[src/rtl/request_dispatcher.sv]
// Elevator request dispatcher: picks the next floor to serve with a SCAN
// preference, drives the motion unit, then holds the doors open for DWELL cycles.
//
// state       | meaning
// ST_IDLE     | no operation in progress; next dispatch decision made here
// ST_DISPATCH | car travelling to target; go high, target/dir frozen
// ST_DWELL    | car at target; doors open, clr pulsed in first cycle
module request_dispatcher #(
  parameter int DWELL = 8
) (
  input  logic       clk,
  input  logic       reset,
  input  logic [3:0] req,
  input  logic [1:0] floor,
  input  logic       arrived,
  output logic [1:0] target,
  output logic       go,
  output logic       dir,
  output logic [3:0] clr,
  output logic       door_open,
  output logic       busy
);

  typedef enum logic [1:0] {
    ST_IDLE     = 2'd0,
    ST_DISPATCH = 2'd1,
    ST_DWELL    = 2'd2
  } state_t;

  state_t     state, state_n;
  logic [1:0] target_n;
  logic       dir_n;
  logic [7:0] cnt, cnt_n;

  logic       up_found, dn_found;
  logic [1:0] up_t, dn_t;

  // Nearest requested floor strictly above / strictly below the car.
  always_comb begin
    up_found = 1'b0;
    up_t     = 2'd0;
    dn_found = 1'b0;
    dn_t     = 2'd0;
    for (int i = 3; i >= 0; i--) begin
      if (2'(i) > floor && req[i]) begin
        up_found = 1'b1;
        up_t     = 2'(i);
      end
    end
    for (int i = 0; i < 4; i++) begin
      if (2'(i) < floor && req[i]) begin
        dn_found = 1'b1;
        dn_t     = 2'(i);
      end
    end
  end

  always_comb begin
    state_n  = state;
    target_n = target;
    dir_n    = dir;
    cnt_n    = cnt;
    case (state)
      ST_IDLE: begin
        cnt_n = 8'd0;
        if (req[floor]) begin
          state_n  = ST_DWELL;
          target_n = floor;
        end else if (req != 4'd0) begin
          state_n = ST_DISPATCH;
          if (dir) begin
            if (up_found) begin
              target_n = up_t;
              dir_n    = 1'b1;
            end else begin
              target_n = dn_t;
              dir_n    = 1'b0;
            end
          end else begin
            if (dn_found) begin
              target_n = dn_t;
              dir_n    = 1'b0;
            end else begin
              target_n = up_t;
              dir_n    = 1'b1;
            end
          end
        end
      end
      ST_DISPATCH: begin
        if (arrived) begin
          state_n = ST_DWELL;
          cnt_n   = 8'd0;
        end
      end
      ST_DWELL: begin
        if (cnt == 8'(DWELL - 1)) begin
          state_n = ST_IDLE;
          cnt_n   = 8'd0;
        end else begin
          cnt_n = cnt + 8'd1;
        end
      end
      default: begin
        state_n = ST_IDLE;
        cnt_n   = 8'd0;
      end
    endcase
  end

  always_ff @(posedge clk) begin
    if (!reset) begin
      state  <= ST_IDLE;
      target <= 2'd0;
      dir    <= 1'b1;
      cnt    <= 8'd0;
    end else begin
      state  <= state_n;
      target <= target_n;
      dir    <= dir_n;
      cnt    <= cnt_n;
    end
  end

  // Outputs decode from registered state only, so reset forces them the same edge.
  assign go        = (state == ST_DISPATCH);
  assign door_open = (state == ST_DWELL);
  assign busy      = (state != ST_IDLE);
  assign clr       = (state == ST_DWELL && cnt == 8'd0) ? (4'b0001 << target) : 4'b0000;

endmodule

[config.mk]
export PLATFORM = sky130hd
export DESIGN_NAME = request_dispatcher
export DESIGN_NICKNAME = d
export VERILOG_FILES = /design/src/rtl/request_dispatcher.sv
export SDC_FILE = /design/constraint.sdc
export NUM_CORES = 1
export LEC_CHECK = 0
export BUFFER_PORTS_ARGS = -buffer_cell sky130_fd_sc_hd__buf_2
export CAP_MARGIN = 5
export CORE_ASPECT_RATIO = 0.9
export CORE_MARGIN = 5
export CORE_UTILIZATION = 55
export CTS_CLUSTER_DIAMETER = 120
export DETAILED_ROUTE_END_ITERATION = 16
export GPL_TIMING_DRIVEN = 0
export PLACE_DENSITY_LB_ADDON = 0.25
export REMOVE_ABC_BUFFERS = 1
export SYNTH_ARGS = -nofsm -noshare
export SYNTH_HDL_FRONTEND = slang
export SYNTH_SLANG_ARGS = --single-unit
[constraint.sdc]
create_clock -name clk -period 3.15 [get_ports clk]
set_clock_uncertainty 0.2 [all_clocks]
set_input_delay 0.4725 -clock clk [delete_from_list [all_inputs] [get_ports clk]]
set_output_delay 0.4725 -clock clk [all_outputs]
set_load 0.01 [all_outputs]
==> impl_results.md <==
* Status: completed
* Placed Cells at 130
* Iteration-0 DRC Markers at 27
* Ant. Diodes at 0
* Flops & latches, synth at 13
* Pin count of the biggest net entering global routing at 10
* CTS Buf Count at 3
* Cell Pwr Density at 440 mW/mm²
* Routed Antenna Nets at 0
* Worst-Skew Late Latency at 270 ps
* Max-cap viol count at 0
* Footprint of the multi-input gates at 512 µm²
* Critical path arrival at 1830 ps
* Post-Syn Instances at 101
* DRC at 0
* Height of the die at 46.7 µm
* Max clock buf depth at 2
* Clk sinks at 13
* Met3 GRT Util at 5.71%
* CP Class: reg2out
* Largest delay share family, worst path: simple AND/OR/NAND/NOR gates
* Setup TNS at 0 ps
* Least-Margin Pin Slew at 740 ps
* Initial antenna violation count at 0
* GR Util met2 at 27.5%
* Postcts setup bufs at 0
* Vias in the first global route at 731
* Startpoint Class: flop
* FF+latch area at 260 µm²
* WP buf/inv at 1
* Sequential fraction of the synthesis area at 31.6%
* PortBufs at 18
* RSZ-0062 raised after global routing: false
* Final Hold Viols at 0
* Routed WL at 1850 µm
* CP Cell Sequence: or4_1 -> nor2_1 -> nand4b_1 -> nor3_1 -> buf_2
* Worst stage delay on the critical path at 550 ps
* Std-Cell Core Area at 0.00143 mm²
* Hold Buf Count CTS at 0
* Post_cts resized at 0
* Worst setup EP type: primary output
* Min-Delay Path Class: in2reg
* Post-synthesis instance area at 825 µm²
* Layout cells sized above 1 at 22.7%
* Global route hottest layer: met2
* Vias per cell at 6.12
* Routed vias at 820
* # setup viols final at 0
* GR Util met1 at 21.4%
* Synth cell types at 40
* GRT Residual Overflow at 0
* # nets final at 131
* Routed length per instance at 13.8 µm
* Final Cycle Share at 79.5%
* Syn Area/Cell at 8.16 µm²
* Worst-path maximum fanout at 6
* Die span in x at 50.8 µm
* Synthesis-to-finish area growth at 13.7%
* # rows at 13
* # fillers at 136
* Clock slew at reported path FFs at 70 ps
* CP max-delay cell: or4_1
* Commonest non-fill, non-tap cells in the layout: buf_2 (18), dfxtp_1 (13), nor2_1 (12), inv_1 (8), a21oi_1 (8)
* Total Routing Usage GR at 17.1%
* Starting Density at 57.6%
* Max VDD drop at 340 µV
* Pre-Repair DR Iteration Count at 4
* YS warnings at 0
* Estimated wirelength of the detail-placed design at 1380 µm
* Global-route wire length before repair at 3110 µm
* Layout Cells excl Fill at 134
* Rel. slew slack at 50.5%
* I/O Pins at 19
* Commonest non-fill, non-tap cell in the layout: buf_2
* Die footprint at 0.00237 mm²
* Worst EP required at 2480 ps
* CTS tree: yes
* Layout Utilization at 65.5%
* Max H-tree Level at 1
* Placer Congestion at 0.821
* Fin crit period at 2510 ps
* Leak at 0.000382 µW
* Pins Over Slew Limit at 0
* Clock Tree Root: clkbuf_4
* Max frequency at 399 MHz
-- registers in the layout (all words and copies together), names as in the netlist --
signal and cells:
dir 1, target 2, state 2, cnt 8
-- routing by layer --
metal  vias up  part of all wire [%]  wire, µm
li1        404                     -         -
met1       388                    48       888
met2        26                    45       828
met3         2                   6.4       119
met4         0                  0.54        10
met5         -                     0         0
-- report_power, final --
| group | switching [µW] | internal, µW |
|---|---|---|
| logic | 68.3 | 51.9 |
| clock network | 52.8 | 49.1 |
| registers | 14.1 | 176 |
-- final timing paths --
| path | from | endpoint | slack, ps | depth (start not counted) |
|---|---|---|---|---|
| worst max-delay path | cnt[3] | clr[1] | 640 | 5 |
| worst min-delay path | reset | dir | 230 | 2 |
| worst min register to register | cnt[7] | cnt[7] | 330 | 2 |
| worst max register to register | cnt[3] | cnt[1] | 1030 | 4 |
-- area by class of cell --
cell class,count,area share (%)
multi-input cells,76,54.6
flip-flops and latches,13,27.8
repair buffers,18,9.61
inverters,8,3.20
clock buffers,4,2.80
well taps,15,2.00
-- per-stage QoR --
stage / area, µm² / hold slack (ps) / worst slack (ps) / power (µW)
floorplan: 802 / 270 / 1090 / 269
global placement: 911 / 289 / 907 / 310
detailed placement: 911 / 312 / 879 / 313
CTS: 937 / 230 / 656 / 414
global route: 937 / 215 / 530 / 444
finish: 937 / 232 / 645 / 412
-- synth_stat cells (all sizes together) --
cell / n / area share (%)
o32ai: 2 / 2.1
dfxtp: 13 / 32
nand3b: 2 / 1.8
inv: 8 / 3.6
or4: 1 / 0.91
mux4: 1 / 2.7
o311ai: 2 / 2.1
or3: 1 / 1.4
nor4b: 2 / 2.1
a41o: 1 / 1.4
nand2: 7 / 3.2
o221a: 1 / 1.4
a21oi: 8 / 4.9
nand2b: 2 / 1.5
nand4: 3 / 2.3
nand4b: 1 / 1.1
o21ai: 3 / 1.8
or3b: 1 / 1.1
a211oi: 1 / 0.91
nor3b: 1 / 0.91
clkbuf: 3 / 1.4
and3: 1 / 0.76
xnor2: 3 / 3.2
nor4: 1 / 0.76
nor2: 12 / 5.5
a211o: 1 / 1.1
nor3: 4 / 2.4
xor2: 3 / 3.2
o31ai: 1 / 0.91
mux2i: 2 / 2.4
ha: 2 / 3.0
o31a: 1 / 1.1
a21boi: 1 / 0.91
o21bai: 1 / 0.91
buf: 1 / 1.4
nor2b: 1 / 0.76
o211ai: 1 / 0.91
or2: 1 / 0.76
-- cells by family after synthesis --
family	Yosys count	share of synthesized area [%]
AND/OR/NAND/NOR	41	27.2
AO/OA/AOI/OAI	24	20.3
flip-flops	13	31.6
buffers and inverters	12	6.37
XOR/XNOR	6	6.37
multiplexers	3	5.16
adder cells (fa/ha/maj)	2	3.03
No activity file was read; power rests on OpenSTA's default activity.
